==> config.mk <==
export PLATFORM = sky130hd
export DESIGN_NAME = priority_code_queue
export DESIGN_NICKNAME = d
export VERILOG_FILES = /design/src/rtl/priority_code_queue.sv
export SDC_FILE = /design/constraint.sdc
export NUM_CORES = 1
export LEC_CHECK = 0
export ABC_AREA = 1
export CORE_MARGIN = 2
export CORE_UTILIZATION = 50
export CTS_BUF_LIST = sky130_fd_sc_hd__clkbuf_4 sky130_fd_sc_hd__clkbuf_8 sky130_fd_sc_hd__clkbuf_16
export DETAILED_ROUTE_END_ITERATION = 6
export GPL_ROUTABILITY_DRIVEN = 0
export PLACE_DENSITY = 0.71
export SKIP_LAST_GASP = 1
export SLEW_MARGIN = 20
export SYNTH_ARGS = -nofsm -noshare
export SYNTH_HDL_FRONTEND = slang
export SYNTH_SLANG_ARGS = --single-unit
==> constraint.sdc <==
create_clock -name clk -period 3.8 [get_ports clk]
set_input_delay 0.76 -clock clk [delete_from_list [all_inputs] [get_ports clk]]
set_output_delay 0.76 -clock clk [all_outputs]
set_load 0.005 [all_outputs]
==> src/rtl/priority_code_queue.sv <==
// priority_code_queue
//   Queues the winning index of a clocked 16-to-4 priority encoder for a
//   downstream dispatcher. An index is enqueued only when it differs from the
//   last accepted sample, so a held request yields a single entry.
//
//   Ports:
//     clk        rising-edge clock
//     reset      asynchronous, active-high reset
//     G3..G0     encoder index (G3 = MSB)
//     any_req    qualifies G; high when any encoder input is set
//     out_ready  dispatcher takes the head entry this cycle
//     clear_ovf  synchronous clear of the sticky overflow flag
//     Q          head-of-queue index (holds its last head value when empty)
//     out_valid  queue non-empty
//     count      current occupancy, 0..DEPTH
//     overflow   sticky: a new index was dropped because the queue was full
module priority_code_queue #(
  parameter int unsigned DEPTH = 4,
  parameter int unsigned CNT_W = 3
) (
  input  logic             clk,
  input  logic             reset,
  input  logic             G0,
  input  logic             G1,
  input  logic             G2,
  input  logic             G3,
  input  logic             any_req,
  input  logic             out_ready,
  input  logic             clear_ovf,
  output logic [3:0]       Q,
  output logic             out_valid,
  output logic [CNT_W-1:0] count,
  output logic             overflow
);

  localparam int unsigned PTR_W = (DEPTH > 1) ? $clog2(DEPTH) : 1;

  logic [3:0]       code;

  logic [3:0]       mem_q [DEPTH];
  logic [3:0]       mem_d [DEPTH];
  logic [PTR_W-1:0] wr_ptr_q, wr_ptr_d;
  logic [PTR_W-1:0] rd_ptr_q, rd_ptr_d;
  logic [CNT_W-1:0] count_q, count_d;
  logic [3:0]       q_q, q_d;
  logic             ovf_q, ovf_d;
  logic [3:0]       last_code_q, last_code_d;
  logic             last_valid_q, last_valid_d;

  logic             full;
  logic             empty;
  logic             new_code;
  logic             push;
  logic             pop;

  assign code     = {G3, G2, G1, G0};
  assign full     = (count_q == CNT_W'(DEPTH));
  assign empty    = (count_q == '0);
  assign new_code = any_req && (!last_valid_q || (code != last_code_q));
  assign pop      = !empty && out_ready;
  // A same-cycle pop frees the slot, so a full queue still accepts the write.
  assign push     = new_code && (!full || pop);

  always_comb begin
    mem_d        = mem_q;
    wr_ptr_d     = wr_ptr_q;
    rd_ptr_d     = rd_ptr_q;
    count_d      = count_q;
    q_d          = q_q;
    ovf_d        = ovf_q;
    last_code_d  = last_code_q;
    last_valid_d = last_valid_q;

    if (push) begin
      mem_d[wr_ptr_q] = code;
      wr_ptr_d        = wr_ptr_q + PTR_W'(1);
    end
    if (pop) begin
      rd_ptr_d = rd_ptr_q + PTR_W'(1);
    end

    unique case ({push, pop})
      2'b10:   count_d = count_q + CNT_W'(1);
      2'b01:   count_d = count_q - CNT_W'(1);
      default: count_d = count_q;
    endcase

    // Q is registered: load the next head (which may be the entry written
    // this very cycle, hence read from mem_d); hold it once the queue drains.
    if (count_d != '0) begin
      q_d = mem_d[rd_ptr_d];
    end

    // A drop in the same cycle as clear_ovf keeps the flag set.
    if (new_code && full && !pop) begin
      ovf_d = 1'b1;
    end else if (clear_ovf) begin
      ovf_d = 1'b0;
    end

    if (any_req) begin
      last_code_d  = code;
      last_valid_d = 1'b1;
    end else begin
      last_valid_d = 1'b0;
    end
  end

  always_ff @(posedge clk or posedge reset) begin
    if (reset) begin
      for (int unsigned i = 0; i < DEPTH; i++) begin
        mem_q[i] <= '0;
      end
      wr_ptr_q     <= '0;
      rd_ptr_q     <= '0;
      count_q      <= '0;
      q_q          <= '0;
      ovf_q        <= 1'b0;
      last_code_q  <= '0;
      last_valid_q <= 1'b0;
    end else begin
      for (int unsigned i = 0; i < DEPTH; i++) begin
        mem_q[i] <= mem_d[i];
      end
      wr_ptr_q     <= wr_ptr_d;
      rd_ptr_q     <= rd_ptr_d;
      count_q      <= count_d;
      q_q          <= q_d;
      ovf_q        <= ovf_d;
      last_code_q  <= last_code_d;
      last_valid_q <= last_valid_d;
    end
  end

  assign Q         = q_q;
  assign out_valid = !empty;
  assign count     = count_q;
  assign overflow  = ovf_q;

endmodule

Word level (Yosys, flattened, before mapping)
Cells that the tools add are included.

Equality and inequality tests: 4. Shift operators: 0. Bitwise logic cells: 2. Order comparisons: 3. Reduce and logical (&&, ||, !) cells: 15. Divide/modulo/power cells: 0. Mux-type cells: 12. Add/subtract/negate cells: 4. Multipliers: 0.

Operators by type and width (number): $bwmux W16 (1); $mux W16 (1); $mux W4 (3); $bmux W4 S2 (1); $demux W4 S2 (1); $ge A3 B3 Y1 const B (2); $logic_and A1 B1 Y1 (6); $not A2 Y3 (2); $pmux W3 S2 (1); $add A2 B1 Y2 const B (2); $logic_not A1 Y1 (4); $ne A4 B4 Y1 (1); $add A3 B1 Y3 const B (1); $eq A3 B3 Y1 const B (1); $logic_not A3 Y1 (1); $lt A3 B1 Y1 const B (1); $mux W1 (3); $reduce_bool A3 Y1 (1); $sub A3 B1 Y3 const B (1); $eq A2 B1 Y1 const B (1); $eq A2 B2 Y1 const B (1); $logic_or A1 B1 Y1 (2); $mux W2 (1); $reduce_bool A2 Y1 (1).

Bits in registers: 33. Input port bits: 9. Latch bits: 0. Memory bits (read-only): 0. Bits in writable memories: 0. Output and inout bits: 9. Memories kept: 0.

Logic depth before layout (Yosys ltp)
Gate-level depths: netlist (run 1).

Depth in word-level cells: 10. Depth in mapped cells: 18.

Worst setup path before layout (run 1)
Ideal clock, no wire load.

Path kind: in2reg. From: input G1. To: register q_q[0] (netlist: Q[0]). Setup time: 0.117 ns. Cell stages on the path: 16. Setup slack: 0.926 ns. Data arrival time: 2.757 ns. Required time: 3.683 ns. Path through: nand2_1 > o21ai_0 > nor2_2 > nand2_4 > nand3_4 > buf_6 > ha_1 > inv_1 > fa_1 > nor2_1 > nor2_1 > xor2_1 > nor3_1 > inv_1 > nand2_1 > nand2_1.

Elaborated cells between the ends (all ways): 12. Those cells by class: eq/ne (3); mux (5); reduce/logical (4).

RTL lines: start, declared (line 24) `input logic G1,`; $ne A4 B4 Y1 (*) (line 59) `assign new_code = any_req && (!last_valid_q || (code != last_code_q));`; $logic_or A1 B1 Y1 (*) (line 59); $logic_and A1 B1 Y1 (*) (line 59); $logic_and A1 B1 Y1 (*) (line 62) `assign push = new_code && (!full || pop);`; $eq A2 B1 Y1 / $eq A2 B2 Y1 (equally long branches) (line 82) `unique case ({push, pop})`; $pmux W3 S2 (*) (line 82); named net count_d[2] (line 44) `logic [CNT_W-1:0] count_q, count_d;`; $reduce_bool A3 Y1 (*) (line 90) `if (count_d != '0) begin`; end signal, assigned (line 128) `q_q <= q_d;`; end, declared (line 45) `logic [3:0] q_q, q_d;`.

Mark *: on every way through the listed nets, which the timed path passes. The rest lies on a longest branch. The select of a mux whose other input is x is not followed. A chain may end at the register's enable or synchronous reset.

Worst setup path in the final report (run 1)
From: input G3. To: register q_q[3] (netlist: Q[3]).

Elaborated cells between the ends (all ways): 13. Those cells by class: eq/ne (3); mux (6); reduce/logical (4).

RTL lines: start, declared (line 26) `input logic G3,`; $ne A4 B4 Y1 (*) (line 59); $logic_or A1 B1 Y1 (*) (line 59); $logic_and A1 B1 Y1 (*) (line 59); $logic_and A1 B1 Y1 (*) (line 62); $eq A2 B1 Y1 / $eq A2 B2 Y1 (equally long branches) (line 82); $pmux W3 S2 (*) (line 82); named net count_d[2] (line 44); $reduce_bool A3 Y1 (*) (line 90).

Marked as above.

==> impl_metrics.json, run 1 <==
{
  "cts-htree-levels": 2,
  "drc": 0,
  "min_path_cells": 2,
  "cp_data_arrival_time_ns": 3.35,
  "antenna_found_initial": 0,
  "critPathKind": "in -> reg",
  "hold_buffers": 0,
  "final_common_cell": "nand2_1",
  "max_freq_mhz": 316,
  "finalSetupViolCount": 0,
  "start_util_pct": 51.7,
  "postRouteAntennaNets": 0,
  "yosys_warnings": 0,
  "fin_worst_skew_ns": 0.00297,
  "grt_pass1_wl_mm": 7.07,
  "fp.dieW_um": 65.3,
  "netlist_area_um2": 1880,
  "pwr_density_cell_nw_per_um2": 798,
  "fin_setup_tns_ns": 0,
  "detail_route.vias_per_cell": 5.07,
  "port_buffers": 17,
  "first_global_vias": 1542,
  "grt_usage_pct": 21.9,
  "die_area_um2": 4260,
  "max_cap_viol_count": 0,
  "dr.pass1.iters": 7,
  "tightest_slew_ns": 0.442,
  "drv_slew": 0,
  "end_kind": "flip-flop",
  "critPathLaunchType": "input port",
  "syn_area_per_cell_um2": 7.70,
  "grt_start_max_net_pins": 34,
  "r2r_cells": 17,
  "cts-resized-gates": 0,
  "synthCells": 244,
  "drtIter0Drc": 156,
  "cts_setup_buffers": 0,
  "ys_ff_latch": 33,
  "drt_wl_total_mm": 4.16,
  "total_power_mw": 1.75,
  "layout_common_cells": "84 x nand2_1, 33 x dfrtp_1, 30 x inv_1",
  "final-hold-violation-count": 0,
  "synthesis.nets": 259,
  "die_y_um": 65.3,
  "core_area_um2": 3630,
  "cp.required_ns": 3.98,
  "path_max_fanout": 18,
  "wl_per_cell_um": 13.2,
  "rsz0062_at_grt": "no",
  "p_leak_nw": 1.13,
  "cts_root_buf": "clkbuf_8",
  "fin_crit_sh_pct": 83.3,
  "io_pins": 18,
  "cts.clk_slew.worst_paths_ns": 0.07,
  "yosysSeqAreaShare_pct": 44.0,
  "status": "finished, final reports clean",
  "grt_overflow": 0,
  "dp_hpwl_mm": 2.86,
  "relSlewSlack_pct": 70.6,
  "via_count": 1598,
  "numCtsBuffers": 5,
  "min_period_ns": 3.17,
  "synth_cell_types": 25,
  "antenna_cells": 0,
  "nets": 281,
  "numClockSinks": 33,
  "ir_drop_mv": 0.433,
  "clk_path_buf_depth": 2,
  "hp-class": "reg -> reg",
  "rows": 22,
  "area_growth_pct": 16.5,
  "clk_latency_ns": 0.29,
  "cts_tree": "done",
  "layout-drive-gt1-share_pct": 9.36
}
==> critical path, stage by stage <==
cell	delay (ns)
clkdlybuf4s50_1	0.60
o21ai_0	0.17
nor2_2	0.19
nand2_4	0.16
nand3_4	0.10
ha_1	0.14
inv_1	0.07
fa_1	0.38
nand2_1	0.08
nand2_1	0.05
nor2_1	0.10
xor2_1	0.10
nor3_1	0.20
inv_1	0.12
nand2_1	0.09
nand2_1	0.04
==> synth_stat cells (all sizes together) <==
master,instances,area share [%]
o21ai,21,5.6
fa,1,1.1
dfrtp,33,44
ha,5,3.3
nand2,86,18
xnor2,1,0.47
clkbuf,4,0.80
inv,33,6.6
nand4,16,5.3
nor3,1,0.27
o22ai,1,0.33
buf,3,1.8
xor2,3,1.8
nand3,27,8.1
or2,1,0.33
nor2,5,1.3
a21oi,3,1.2
==> path summary, 6_finish.rpt <==
| kind | start | to | slack (ns) |
|---|---|---|---|
| worst max-delay path | G3 | Q[3] | 0.63 |
| worst min-delay path | Q[2] | Q[2] | 0.49 |
| worst max register to register | last_code_q[1] | Q[3] | 1.28 |
| worst min register to register | Q[2] | Q[2] | 0.49 |
| max in group asynchronous | reset | count[1] | 2.61 |
| min in group asynchronous | reset | Q[0] | 0.86 |
==> final cells by class <==
type / count / area [um^2]
multi-input combinational: 171 / 880
timing repair buffer: 22 / 208
sequential: 33 / 826
fill: 367 / 1450
clock buffer: 8 / 91.3
tap: 48 / 60.1
inverter: 33 / 124
==> stage by stage <==
step	utilization, %	cells	hold WS (ns)	setup slack [ns]	instance area (um^2)
after CTS	60.2	315	0.491	0.617	2190
after global routing	60.2	315	0.523	0.406	2190
after floorplan	-	244	0.461	0.926	1880
after global placement	57.7	307	0.472	0.389	2100
final	60.2	315	0.487	0.635	2190
after detailed placement	57.7	307	0.467	0.330	2100
==> where the power goes <==
| part | internal [mW] | total, mW | switching (mW) |
|---|---|---|---|
| sequential | 0.498 | 0.587 | 0.0889 |
| clock | 0.152 | 0.280 | 0.128 |
| combinational | 0.363 | 0.880 | 0.517 |
| total | 1.01 | 1.75 | 0.734 |
==> cell families after synthesis <==
group                    synth area share, %
XOR/XNOR                                2.27
adder cells (fa/ha/maj)                 4.40
AO/OA/AOI/OAI                           7.13
buffers and inverters                   9.19
flip-flops                              44.0
AND/OR/NAND/NOR                         33.0
==> flip-flops by register name (all words and copies together), names as in the netlist <==
| register | flops |
|---|---|
| mem_q | 16 |
| Q | 4 |
| last_code_q | 4 |
| count | 3 |
| rd_ptr_q | 2 |
| wr_ptr_q | 2 |
| last_valid_q | 1 |
| overflow | 1 |
==> layer usage <==
| metal | part of all wire, % | track usage, % | wire length (um) |
|---|---|---|---|
| met1 | 47 | 29.6 | 1960 |
| met2 | 47 | 33.8 | 1950 |
| met5 | 0 | 0 | 0 |
| met3 | 5.0 | 5.48 | 210 |
| met4 | 0.99 | 8.33 | 41 |
No activity file was read; power rests on OpenSTA's default activity.
==> run 2, diff against run 1 <==
--- a/config.mk
+++ b/config.mk
@@ -11,7 +11,7 @@
 export CTS_BUF_LIST = sky130_fd_sc_hd__clkbuf_4 sky130_fd_sc_hd__clkbuf_8 sky130_fd_sc_hd__clkbuf_16
 export DETAILED_ROUTE_END_ITERATION = 6
 export GPL_ROUTABILITY_DRIVEN = 0
-export PLACE_DENSITY = 0.71
+export PLACE_DENSITY = 0.74
 export SKIP_LAST_GASP = 1
 export SLEW_MARGIN = 20
 export SYNTH_ARGS = -nofsm -noshare
==> constraint.sdc (replaced) <==
create_clock -name clk -period 2.6 [get_ports clk]
set_input_delay 0.52 -clock clk [delete_from_list [all_inputs] [get_ports clk]]
set_output_delay 0.52 -clock clk [all_outputs]
set_load 0.005 [all_outputs]
==> impl_metrics.json, run 2 (synthesis gave the netlist of run 1 again) <==
{
  "status": "finished, final reports clean",
  "dp_hpwl_mm": 2.79,
  "via_count": 1658,
  "p_leak_nw": 1.20,
  "wl_per_cell_um": 12.4,
  "r2r-start": "count[0]",
  "drt_wl_total_mm": 4.06,
  "rsz0062_at_grt": "no",
  "fp.dieW_um": 65.3,
  "min_path_cells": 2,
  "placed_area_um2": 2180,
  "die_area_um2": 4260,
  "grt_start_max_net_pins": 34,
  "grt_usage_pct": 21.7,
  "critPathKind": "in -> reg",
  "final_area_um2": 2300,
  "nets": 294,
  "hold_start": "Q[0]",
  "cts.clk_slew.worst_paths_ns": 0.06,
  "max_cap_viol_count": 0,
  "die_y_um": 65.3,
  "finalSetupViolCount": 0,
  "drc": 0,
  "first_global_vias": 1468,
  "cts_root_buf": "clkbuf_8",
  "numCtsBuffers": 5,
  "final_common_cell": "nand2_1",
  "clk_latency_ns": 0.29,
  "end_kind": "flip-flop",
  "r2r_slack_ns": 0.31,
  "max_freq_mhz": 415,
  "io_pins": 18,
  "postRouteAntennaNets": 0,
  "dr_wl_met3_um": 222,
  "pwr_density_cell_nw_per_um2": 1170,
  "cp.required_ns": 2.78,
  "area_growth_pct": 22.3,
  "wl_met1_mm": 1.79,
  "largest_reg_flops": 16,
  "layout-drive-gt1-share_pct": 14.6,
  "regMostFlops": "mem_q",
  "min_period_ns": 2.41,
  "cts_tree": "done",
  "grt_overflow": 0,
  "top_layer_used": "met4",
  "rows": 22,
  "antenna_found_initial": 0,
  "layout_common_cells": "84 x nand2_1, 33 x dfrtp_1, 30 x inv_1",
  "relSlewSlack_pct": 71.8,
  "final-hold-violation-count": 0,
  "port_buffers": 17,
  "drtIter0Drc": 128,
  "critPathLaunch": "G0",
  "fin_worst_skew_ns": 0.00766,
  "core_area_um2": 3630,
  "hold_end": "Q[0]",
  "dr.pass1.iters": 4,
  "detail_route.vias_per_cell": 5.05,
  "tightest_slew_ns": 0.422,
  "r2r_cells": 14,
  "antenna_cells": 0,
  "critPathLaunchType": "input port",
  "r2r_end": "Q[1]",
  "hold_buffers": 0,
  "clk_path_buf_depth": 2,
  "start_util_pct": 51.7,
  "cts-htree-levels": 2,
  "path_max_fanout": 4,
  "numClockSinks": 33,
  "grt_pass1_wl_mm": 6.93,
  "cp_data_arrival_time_ns": 2.59,
  "dr_wl_met2_mm": 1.98,
  "ir_drop_mv": 0.648,
  "hp-class": "reg -> reg",
  "fin_setup_tns_ns": 0,
  "drv_slew": 0,
  "fin_crit_sh_pct": 92.7
}
-- run 2: timing repair --
action / in CTS / in global routing
endpoints found under the setup margin: 4 / 3
resized for setup: 4 / 2
pin swaps: 2 / 0
buffers inserted: 3 / 0
-- run 2: worst max-delay path, stage by stage --
cell,delay [ns]
dlygate4sd2_1,0.26
inv_2,0.05
nand2_1,0.05
nand3_1,0.08
nor2_2,0.15
nand2_4,0.07
nand3_4,0.06
ha_1,0.14
inv_1,0.05
fa_1,0.37
nand2_1,0.08
nand2_1,0.06
nor2_2,0.13
xor2_2,0.20
nor3_2,0.06
buf_4,0.15
nand2_1,0.05
nand2_1,0.05
-- run 2: how the worst max path moves through the flow --
stage	slack, ns	to	cells past startpoint
3_3_place_gp	-0.30	Q[3]	18
4_1_cts	0.19	Q[1]	15
5_1_grt	0.006	Q[2]	18
2_1_floorplan	0.1	Q[0]	16
3_5_place_dp	-0.34	Q[1]	18
6_report	0.19	Q[1]	18
-- run 2: stage by stage --
step           utilization, %  power, mW  hold slack, ns  instances  setup WS, ns
3_3_place_gp             59.9       2.18           0.468        317        -0.304
3_5_place_dp             59.9       2.20           0.470        317        -0.336
4_1_cts                  62.9       2.67           0.493        328         0.189
6_report                 63.2       2.68           0.488        328         0.191
2_1_floorplan               -       1.75           0.461        244        0.0972
5_1_grt                  63.2       2.96           0.513        328       0.00566
-- run 2: final cells by class --
type / instances / area, um^2
tap: 48 / 60.1
sequential: 33 / 826
clock buffer: 8 / 91.3
inverter: 33 / 124
fill: 337 / 1340
timing repair buffer: 35 / 300
multi-input combinational: 171 / 895
-- run 2: routing by layer --
metal / up-vias / GRT usage [%]
met5: - / 0
met4: 0 / 7.03
met3: 6 / 6.51
met2: 35 / 34.8
met1: 762 / 28.2
li1: 855 / -
-- run 2: report_power, final --
part / internal [mW] / total [mW] / switching (mW)
Combinational: 0.638 / 1.41 / 0.768
Clock: 0.221 / 0.404 / 0.182
Sequential: 0.729 / 0.865 / 0.136
Total: 1.59 / 2.68 / 1.09
